`src/rtl/fight_pkg.sv`:
```
// fight_pkg: shared encodings and constants for the P1/P2 gameplay controllers
// and the hit resolver.
//  - player state codes (4-bit, shared with the controllers)
//  - stunmode codes driven to each controller
//  - winner codes and round FSM states
//  - geometry, damage and timing constants
//  - sat_sub: health subtraction that stops at zero
package fight_pkg;

    // Bus widths
    localparam int unsigned POS_W       = 10;
    localparam int unsigned GAP_W       = 11;
    localparam int unsigned STATE_W     = 4;
    localparam int unsigned HEALTH_W    = 4;
    localparam int unsigned STUN_W      = 2;
    localparam int unsigned WIN_W       = 2;
    localparam int unsigned FRAME_CNT_W = 6;

    // Geometry (pixels)
    localparam int unsigned PLAYER_WIDTH = 64;
    localparam int unsigned I_REACH      = 32;
    localparam int unsigned D_REACH      = 48;

    // Health and damage
    localparam int unsigned MAX_HEALTH  = 10;
    localparam int unsigned HIT_DAMAGE  = 2;
    localparam int unsigned CHIP_DAMAGE = 1;

    // Frames spent in READY before FIGHT
    localparam int unsigned READY_FRAMES = 60;

    // Controller state encoding
    typedef enum logic [STATE_W-1:0] {
        ST_IDLE             = 4'd0,
        ST_FORWARD          = 4'd1,
        ST_BACKWARD         = 4'd2,
        ST_IATTACK_START    = 4'd3,
        ST_IATTACK_ACTIVE   = 4'd4,
        ST_IATTACK_RECOVERY = 4'd5,
        ST_DATTACK_START    = 4'd6,
        ST_DATTACK_ACTIVE   = 4'd7,
        ST_DATTACK_RECOVERY = 4'd8,
        ST_HITSTUN          = 4'd9,
        ST_BLOCKSTUN        = 4'd10
    } player_state_t;

    typedef enum logic [STUN_W-1:0] {
        STUN_NONE  = 2'b00,
        STUN_HIT   = 2'b01,
        STUN_BLOCK = 2'b10
    } stunmode_t;

    typedef enum logic [WIN_W-1:0] {
        WIN_NONE = 2'b00,
        WIN_P1   = 2'b01,
        WIN_P2   = 2'b10,
        WIN_DRAW = 2'b11
    } winner_t;

    typedef enum logic [1:0] {
        RND_READY = 2'd0,
        RND_FIGHT = 2'd1,
        RND_KO    = 2'd2
    } round_state_t;

    // Health minus damage, clamped at zero
    function automatic logic [HEALTH_W-1:0] sat_sub(
        input logic [HEALTH_W-1:0] health,
        input logic [HEALTH_W-1:0] damage
    );
        return (health > damage) ? (health - damage) : '0;
    endfunction

endpackage

```
`src/rtl/hit_check.sv`:
```
// hit_check: combinational overlap test for one attacker against one defender.
// Ports:
//  gap        in  10  clamped distance between attacker front edge and defender
//  atk_state  in  4   attacker controller state
//  def_state  in  4   defender controller state
//  connected  in  1   attacker already landed this attack
//  connect    out 1   attack lands this cycle
//  block      out 1   attack lands and the defender is holding back
module hit_check
    import fight_pkg::*;
(
    input  logic [POS_W-1:0]   gap,
    input  logic [STATE_W-1:0] atk_state,
    input  logic [STATE_W-1:0] def_state,
    input  logic               connected,
    output logic               connect,
    output logic               block
);

    logic in_iattack;
    logic in_dattack;
    logic in_reach;

    // Reach depends on which active frame the attacker is in
    always_comb begin
        in_iattack = (atk_state == ST_IATTACK_ACTIVE);
        in_dattack = (atk_state == ST_DATTACK_ACTIVE);
        in_reach   = 1'b0;
        if (in_iattack) begin
            in_reach = (gap < POS_W'(I_REACH));
        end else if (in_dattack) begin
            in_reach = (gap < POS_W'(D_REACH));
        end
        connect = in_reach & ~connected;
        block   = connect & (def_state == ST_BACKWARD);
    end

endmodule

```
`src/rtl/hit_resolver.sv`:
```
// hit_resolver: arbiter between the P1 and P2 gameplay controllers.
// Detects attack/hurtbox overlap each frame, pulses stunmode to the struck
// controller, keeps both health counters and runs the READY/FIGHT/KO round.
// Ports:
//  logic_clk     in  1   frame clock
//  reset         in  1   asynchronous, active-high
//  p1_pos_x      in  10  P1 left edge (faces right)
//  p2_pos_x      in  10  P2 left edge (faces left)
//  p1_state      in  4   P1 controller state
//  p2_state      in  4   P2 controller state
//  stunmode_p1   out 2   one-cycle 01 hit / 10 block pulse to P1
//  stunmode_p2   out 2   one-cycle 01 hit / 10 block pulse to P2
//  p1_health     out 4   P1 remaining health
//  p2_health     out 4   P2 remaining health
//  round_active  out 1   high only in FIGHT
//  winner        out 2   00 none, 01 P1, 10 P2, 11 draw
// Configuration macro: CHIP_DAMAGE_EN -- blocked hits cost CHIP_DAMAGE health.
module hit_resolver
    import fight_pkg::*;
(
    input  logic                logic_clk,
    input  logic                reset,
    input  logic [POS_W-1:0]    p1_pos_x,
    input  logic [POS_W-1:0]    p2_pos_x,
    input  logic [STATE_W-1:0]  p1_state,
    input  logic [STATE_W-1:0]  p2_state,
    output logic [STUN_W-1:0]   stunmode_p1,
    output logic [STUN_W-1:0]   stunmode_p2,
    output logic [HEALTH_W-1:0] p1_health,
    output logic [HEALTH_W-1:0] p2_health,
    output logic                round_active,
    output logic [WIN_W-1:0]    winner
);

`ifdef CHIP_DAMAGE_EN
    localparam int unsigned BLOCK_COST = CHIP_DAMAGE;
`else
    localparam int unsigned BLOCK_COST = 0;
`endif

    round_state_t           round_state;
    logic [FRAME_CNT_W-1:0] frame_cnt;
    logic                   p1_connected;
    logic                   p2_connected;

    logic [GAP_W-1:0]       gap_raw;
    logic [POS_W-1:0]       gap;
    logic                   detect;
    logic                   p1_connect_raw;
    logic                   p2_connect_raw;
    logic                   p2_blocks;
    logic                   p1_blocks;
    logic                   p1_strike;
    logic                   p2_strike;
    logic                   p1_active;
    logic                   p2_active;
    logic [HEALTH_W-1:0]    p1_damage;
    logic [HEALTH_W-1:0]    p2_damage;

    // Distance between P1's front edge and P2's left edge; overlap reads as 0
    always_comb begin
        gap_raw = GAP_W'({1'b0, p2_pos_x}) - GAP_W'({1'b0, p1_pos_x})
                - GAP_W'(PLAYER_WIDTH);
        gap     = gap_raw[GAP_W-1] ? '0 : gap_raw[POS_W-1:0];
    end

    hit_check u_p1_attack (
        .gap       (gap),
        .atk_state (p1_state),
        .def_state (p2_state),
        .connected (p1_connected),
        .connect   (p1_connect_raw),
        .block     (p2_blocks)
    );

    hit_check u_p2_attack (
        .gap       (gap),
        .atk_state (p2_state),
        .def_state (p1_state),
        .connected (p2_connected),
        .connect   (p2_connect_raw),
        .block     (p1_blocks)
    );

    // Detection only runs in FIGHT while nobody is already at zero health
    always_comb begin
        detect    = (round_state == RND_FIGHT) && (p1_health != '0) && (p2_health != '0);
        p1_strike = detect & p1_connect_raw;
        p2_strike = detect & p2_connect_raw;
        p1_active = (p1_state == ST_IATTACK_ACTIVE) || (p1_state == ST_DATTACK_ACTIVE);
        p2_active = (p2_state == ST_IATTACK_ACTIVE) || (p2_state == ST_DATTACK_ACTIVE);

        p2_damage = '0;
        if (p1_strike) begin
            p2_damage = p2_blocks ? HEALTH_W'(BLOCK_COST) : HEALTH_W'(HIT_DAMAGE);
        end
        p1_damage = '0;
        if (p2_strike) begin
            p1_damage = p1_blocks ? HEALTH_W'(BLOCK_COST) : HEALTH_W'(HIT_DAMAGE);
        end
    end

    // One hit per attack: flag holds while the attacker stays in an active frame
    always_ff @(posedge logic_clk or posedge reset) begin
        if (reset) begin
            p1_connected <= 1'b0;
            p2_connected <= 1'b0;
        end else begin
            p1_connected <= p1_active & (p1_connected | p1_strike);
            p2_connected <= p2_active & (p2_connected | p2_strike);
        end
    end

    // Round FSM with registered stun pulses, health and result outputs
    always_ff @(posedge logic_clk or posedge reset) begin
        if (reset) begin
            round_state  <= RND_READY;
            frame_cnt    <= '0;
            stunmode_p1  <= STUN_NONE;
            stunmode_p2  <= STUN_NONE;
            p1_health    <= HEALTH_W'(MAX_HEALTH);
            p2_health    <= HEALTH_W'(MAX_HEALTH);
            round_active <= 1'b0;
            winner       <= WIN_NONE;
        end else begin
            stunmode_p1 <= STUN_NONE;
            stunmode_p2 <= STUN_NONE;
            case (round_state)
                RND_READY: begin
                    if (frame_cnt == FRAME_CNT_W'(READY_FRAMES - 1)) begin
                        round_state  <= RND_FIGHT;
                        round_active <= 1'b1;
                    end else begin
                        frame_cnt <= frame_cnt + FRAME_CNT_W'(1);
                    end
                end
                RND_FIGHT: begin
                    if ((p1_health == '0) || (p2_health == '0)) begin
                        round_state  <= RND_KO;
                        round_active <= 1'b0;
                        if ((p1_health == '0) && (p2_health == '0)) begin
                            winner <= WIN_DRAW;
                        end else if (p2_health == '0) begin
                            winner <= WIN_P1;
                        end else begin
                            winner <= WIN_P2;
                        end
                    end else begin
                        if (p1_strike) begin
                            stunmode_p2 <= p2_blocks ? STUN_BLOCK : STUN_HIT;
                        end
                        if (p2_strike) begin
                            stunmode_p1 <= p1_blocks ? STUN_BLOCK : STUN_HIT;
                        end
                        p1_health <= sat_sub(p1_health, p1_damage);
                        p2_health <= sat_sub(p2_health, p2_damage);
                    end
                end
                RND_KO: begin
                    round_active <= 1'b0;
                end
                default: begin
                    round_state  <= RND_READY;
                    round_active <= 1'b0;
                end
            endcase
        end
    end

endmodule
```
`config.mk`:
```
export PLATFORM = sky130hd
export DESIGN_NAME = hit_resolver
export DESIGN_NICKNAME = d
export VERILOG_FILES = /design/src/rtl/fight_pkg.sv /design/src/rtl/hit_check.sv /design/src/rtl/hit_resolver.sv
export SDC_FILE = /design/constraint.sdc
export NUM_CORES = 1
export LEC_CHECK = 0
export ABC_CLOCK_PERIOD_IN_PS = 4400
export BUFFER_PORTS_ARGS = -buffer_cell sky130_fd_sc_hd__buf_2
export CAP_MARGIN = 20
export CORE_MARGIN = 2
export CORE_UTILIZATION = 25
export CTS_BUF_LIST = sky130_fd_sc_hd__clkbuf_16
export DETAILED_ROUTE_END_ITERATION = 10
export SLEW_MARGIN = 20
export SYNTH_ARGS = -nofsm -noshare
export SYNTH_HDL_FRONTEND = slang
export SYNTH_SLANG_ARGS = --single-unit
```
`constraint.sdc`:
```
create_clock -name logic_clk -period 4.4 [get_ports logic_clk]
set_input_delay 0.22 -clock logic_clk [delete_from_list [all_inputs] [get_ports logic_clk]]
set_output_delay 0.22 -clock logic_clk [all_outputs]
set_load 0.005 [all_outputs]
```
## Word-level counts from Yosys, hierarchy flattened

Index checks and enable logic that the tools add are counted.

- Register bits after elaboration: 25
- Input port bits: 30
- Output and inout bits: 15
- Logic and storage cells: 88

- Add/sub/neg operators: 5
- $lt $le $gt $ge: 4
- Equal/unequal tests: 11
- Mux-type cells: 27
- Bitwise logic cells: 15
- Reduce and logical (&&, ||, !) cells: 16

Operators with widths:

| cell | number |
|---|---|
| two-way mux 2 bit | 16 |
| less-than comparator 10 x 6 -> 1 bit, second input constant | 2 |
| == test 4 x 3 -> 1 bit, second input constant | 4 |
| subtractor 10 x 10 -> 11 bit | 1 |
| subtractor 11 x 7 -> 11 bit, second input constant | 1 |
| two-way mux 10 bit | 1 |
| AND 1 bit | 8 |
| == test 4 x 2 -> 1 bit, second input constant | 2 |
| > comparator 4 bit | 2 |
| logical NOT 4 bit | 2 |
| two-way mux 4 bit | 2 |
| AND reduction 2 bit | 4 |
| nonzero test 4 bit | 2 |
| subtractor 4 bit | 2 |
| adder 6 x 1 -> 6 bit, second input constant | 1 |
| == test 6 bit, second input constant | 1 |
| two-way mux 1 bit | 6 |
| one-hot mux 2 bit (3 select lines) | 1 |
| NOT 1 bit | 5 |
| logical AND 1 bit | 3 |
| logical OR 1 bit | 3 |
| AND reduction 3 bit | 1 |
| == test 2 x 1 -> 1 bit, second input constant | 1 |
| == test 2 bit, second input constant | 1 |
| other kinds (5) | 6 |

## Depth between registers and ports, before layout

- Depth after elaboration: 12
- Mapped depth: 15
- Gate-level depth less buffers: 15

## By module

From an unflattened synthesis, not the netlist that was laid out.

- Cell total of the unflattened synthesis: 211
- Area total of the unflattened synthesis: 1878.1 µm²

Modules (own cells, without submodules):

| module | instances | cells each | area an instance (µm²) | seq. area each (µm²) |
|---|---|---|---|---|
| hit_resolver | 1 | 195 | 1750.4 | 580.6 |
| hit_check | 2 | 8 | 63.8 | 0.0 |

## Least setup slack after synthesis

OpenSTA, ideal clock, no wires.

- Path type: input port to flip-flop
- From: input p1_pos_x[3]
- To: register p1_health[3]
- Library setup time: 0.082 ns
- Arrival time: 2.559 ns
- Required time: 4.318 ns
- Slack: 1.759 ns
- Stages: 13
- Path buffers: 0
- Cell sequence: inv_1 > ha_1 > ha_1 > nand3_1 > o21a_1 > o311ai_1 > o21ai_1 > a21oi_2 > nor4_1 > ha_1 > ha_1 > nand2_1 > mux2_2

- Cells in the longest elaborated chain, start to end: 12
- Elaborated cells between the ends (all ways): 15
- Classes of those cells: 3 x add/sub; 3 x order compare; 6 x mux; 3 x bitwise

RTL lines:

| element | line | source |
|---|---|---|
| start, declared | hit_resolver.sv:23 | `input logic [POS_W-1:0] p1_pos_x,` |
| subtractor 10 x 10 -> 11 bit * | hit_resolver.sv:62 | `gap_raw = GAP_W'({1'b0, p2_pos_x}) - GAP_W'({1'b0, p1_pos_x})` |
| subtractor 11 x 7 -> 11 bit * | hit_resolver.sv:63 | `- GAP_W'(PLAYER_WIDTH);` |
| two-way mux 10 bit * | hit_resolver.sv:64 | `gap = gap_raw[GAP_W-1] ? '0 : gap_raw[POS_W-1:0];` |
| less-than comparator 10 x 6 -> 1 bit | hit_check.sv:32 | `in_reach = (gap < POS_W'(D_REACH));` |
| two-way mux 1 bit | hit_check.sv:31 | `end else if (in_dattack) begin` |
| two-way mux 1 bit * | hit_check.sv:29 | `if (in_iattack) begin` |
| AND 1 bit * | hit_check.sv:34 | `connect = in_reach & ~connected;` |
| AND 1 bit | hit_check.sv:35 | `block = connect & (def_state == ST_BACKWARD);` |
| two-way mux 2 bit | hit_resolver.sv:99 | `p1_damage = p1_blocks ? HEALTH_W'(BLOCK_COST) : HEALTH_W'(HIT_DAMAGE);` |
| two-way mux 2 bit * | hit_resolver.sv:98 | `if (p2_strike) begin` |
| subtractor 4 bit or > comparator 4 bit (tied branches) | fight_pkg.sv:71 | `return (health > damage) ? (health - damage) : '0;` |
| two-way mux 4 bit * | fight_pkg.sv:71 |  |
| end signal, assigned | hit_resolver.sv:121 | `p1_health <= HEALTH_W'(MAX_HEALTH);` |
| end signal, assigned | hit_resolver.sv:155 | `p1_health <= sat_sub(p1_health, p1_damage);` |
| end, declared | hit_resolver.sv:29 | `output logic [HEALTH_W-1:0] p1_health,` |

Every way passes the cells marked *; elsewhere a longest branch is shown, timed or not.
A chain may end at the register's enable or synchronous reset.

## Worst setup path in the final report

Same ends and word-level chain as after synthesis.

==> metrics.txt <==
CP required=between 4 and 5 ns; Seq/Total Area, Yosys=0.3494; status=finished clean; count of nets after finishing=280; Clock Tree Buf Depth=2; Vias=1388; crit-path max FO=4; worst setup path endpoint=p1_health[3]$_DFFE_PP1P_; ant diodes=0; Hold WC Path Type=primary input to async pin; Non-Filler Instances=304; area delta synth->final=22.74%; Placed Cells=300; initial antenna violation count=0; largest net degree at the start of global routing=24; CP endpoint kind=flop; worst skew pair latency=0.25 ns; commonest non-fill, non-tap cell in the layout=buf_2; CTS resizes=0; Worst-Margin Slew=0.8970 ns; Lkg Pwr=1.041 nW; share of cells above drive strength 1=0.2863; Rel. slew slack=0.4013; clock skew=0.004372 ns; Starting Density=0.2602; critical path class=primary input to flop; antenna-violating nets left=0; Std-Cell Rows=29; Synth warnings=0; period utilization=0.6011; post-route setup TNS=0 ns; Max IR drop VDD=0.4105 mV; crit start category=primary input; drt via density=4.566; root buffer cell=clkbuf_16; Initial DRT Pass Iterations=4; Port-buffer cells=42; die height=85.53 µm; H-tree levels=1; Final Max Tran Viols=0; final hold violation count=0; clk sinks=23; Reg2Reg Setup Slack=around 2.2 ns; CTS Buf Count=3; routed len/inst=10.33 µm; Post-route DRC=0; Pwr per Cell Area=252.6 mW/mm²; worst r2r src=p2_health[3]$_DFFE_PP1P_; synth top area cells=dfrtp_1, ha_1, dfstp_2, inv_1, nand2_1; R2R cell count=9; Final setup viols=0; grt ovf=0; worst setup path startpoint=p1_pos_x[3]; Reg clk slew, reported paths=0.06 ns; hold_buf cts=0; post-synthesis cell area=0.001662 mm²; total of max-cap violations=0; Die ar.=0.007315 mm²; Post-CTS Setup Bufs=0; final WL=3141 µm; die extent in x=85.53 µm; Syn Area/Cell=9.130 µm²; fmax=~380 MHz; RSZ-0062 raised after global routing=no; core area=0.006386 mm²; global-route wire length before repair=5347 µm; CTS tree=yes; GP Congestion=0.7356; Synth top area share=0.2861; GRT Util Overall=0.08853; Reg-to-Reg End=p1_health[3]$_DFFE_PP1P_; synth unique cells=37; most frequent cells in the layout=buf_2, inv_1, ha_1; crit path DAT=around 2.8 ns; dominant cell type by area after synthesis=dfrtp_1; Top Ports=45; Final min period=2.645 ns; drt first-iter violations=39; Mapped Cells=about 180; post-DP HPWL=2599 µm; Yosys reg bits=23; vias in the first global route=1260
[metal layers]
| metal | wire, µm | track usage |
|---|---|---|
| met5 | 0 | 0 |
| met1 | 1508 | 0.1140 |
| met4 | 29 | 0.02165 |
| met3 | 174 | 0.01925 |
| met2 | 1428 | 0.1513 |
[Yosys cell counts]
library cell,count
nor4b_2,2
o21ai_1,3
a21oi_2,4
nand4_1,3
buf_4,2
nor2b_1,3
nor3_1,6
conb_1,1
nor2_1,17
nand2_1,17
and3b_1,1
and4_1,1
a21oi_1,6
buf_2,1
nand3_1,3
dfrtp_1,19
nor4_1,2
a21boi_2,1
o21a_1,1
nor4b_1,4
ha_1,22
dfstp_2,4
nand2b_1,2
inv_1,23
xnor2_1,4
mux2i_1,2
nor2b_2,1
a22oi_1,2
o211ai_1,2
o21ai_0,7
xor2_1,7
a211oi_2,1
o311ai_1,1
nor3b_1,2
mux2_2,3
o211ai_2,1
or2_2,1
[report_power, final]
part           internal (W)  leakage [nW]  switching, W  total [W]
registers          0.000212         0.282             0   0.000212
clock network      0.000122        0.0409     0.0000749   0.000197
logic             0.0000476         0.718     0.0000589   0.000107
total              0.000381          1.04      0.000134   0.000515
[cell families after synthesis]
logic type	share of synthesized area
xor gates and xnor gates	0.05798
adders and majority gates	0.1657
AOI/OAI and AO/OA	0.1190
other	0.002257
muxes	0.03238
buffers and inverters	0.06400
and+or+nand+nor	0.2093
DFF	0.3494
[cell type report]
| type | count | area (µm²) |
|---|---|---|
| clock buffers | 3 | 75.07 |
| clock inverters | 1 | 5.005 |
| fillers | 673 | 4347 |
| inverters | 23 | 86.33 |
| multi-input cells | 134 | 978.4 |
| flip-flops and latches | 23 | 580.6 |
| well taps | 77 | 96.34 |
| repair buffers | 43 | 217.7 |
[sequential cells by signal, summed over array words and instances, names as in the netlist]
signal and cells:
stunmode_p1 2, p2_health 3, round_active 1, winner 2, p1_connected 1, frame_cnt 6, p2_connected 1, p1_health 3
round_state 2, stunmode_p2 2
[worst min-delay path by stage]
stage	startpoint	endpoint	slack [ns]	cells after the start
after floorplan	reset	frame_cnt[0]$_DFFE_PP0P_	0.22	1
after global placement	winner[0]$_DFFE_PP0P_	winner[0]$_DFFE_PP0P_	0.45	2
after detailed placement	winner[1]$_DFFE_PP0P_	winner[1]$_DFFE_PP0P_	0.46	2
after CTS	reset	frame_cnt[1]$_DFFE_PP0P_	0.19	2
after global routing	reset	frame_cnt[1]$_DFFE_PP0P_	0.24	2
final	reset	stunmode_p1[1]$_DFF_PP0_	0.15	2
[through the flow]
stage          hold slack (ns)  instance area [µm²]  power [W]    util  setup slack, ns
6_report                0.1540                 2039  0.0005153  0.3194            1.755
5_1_grt                 0.2386                 2039  0.0005457  0.3194            1.517
4_1_cts                 0.1910                 2039  0.0005223  0.3194            1.749
3_5_place_dp            0.4579                 1959  0.0003234  0.3068            1.471
3_3_place_gp            0.4547                 1959  0.0003221  0.3068            1.535
2_1_floorplan           0.2190                 1665  0.0002956       -            1.759
[worst max-delay path: stages]
cell and delay [ns]:
buf_2 0.07, inv_1 0.03, ha_1 0.29, ha_1 0.31, nand3_1 0.13, o21a_1 0.22, o311ai_1 0.30, o21ai_1 0.14
a21oi_2 0.23, nor4_1 0.07, ha_1 0.24, ha_1 0.18, nand2_1 0.06, mux2_2 0.32
Power figures use the tool's default switching activity.
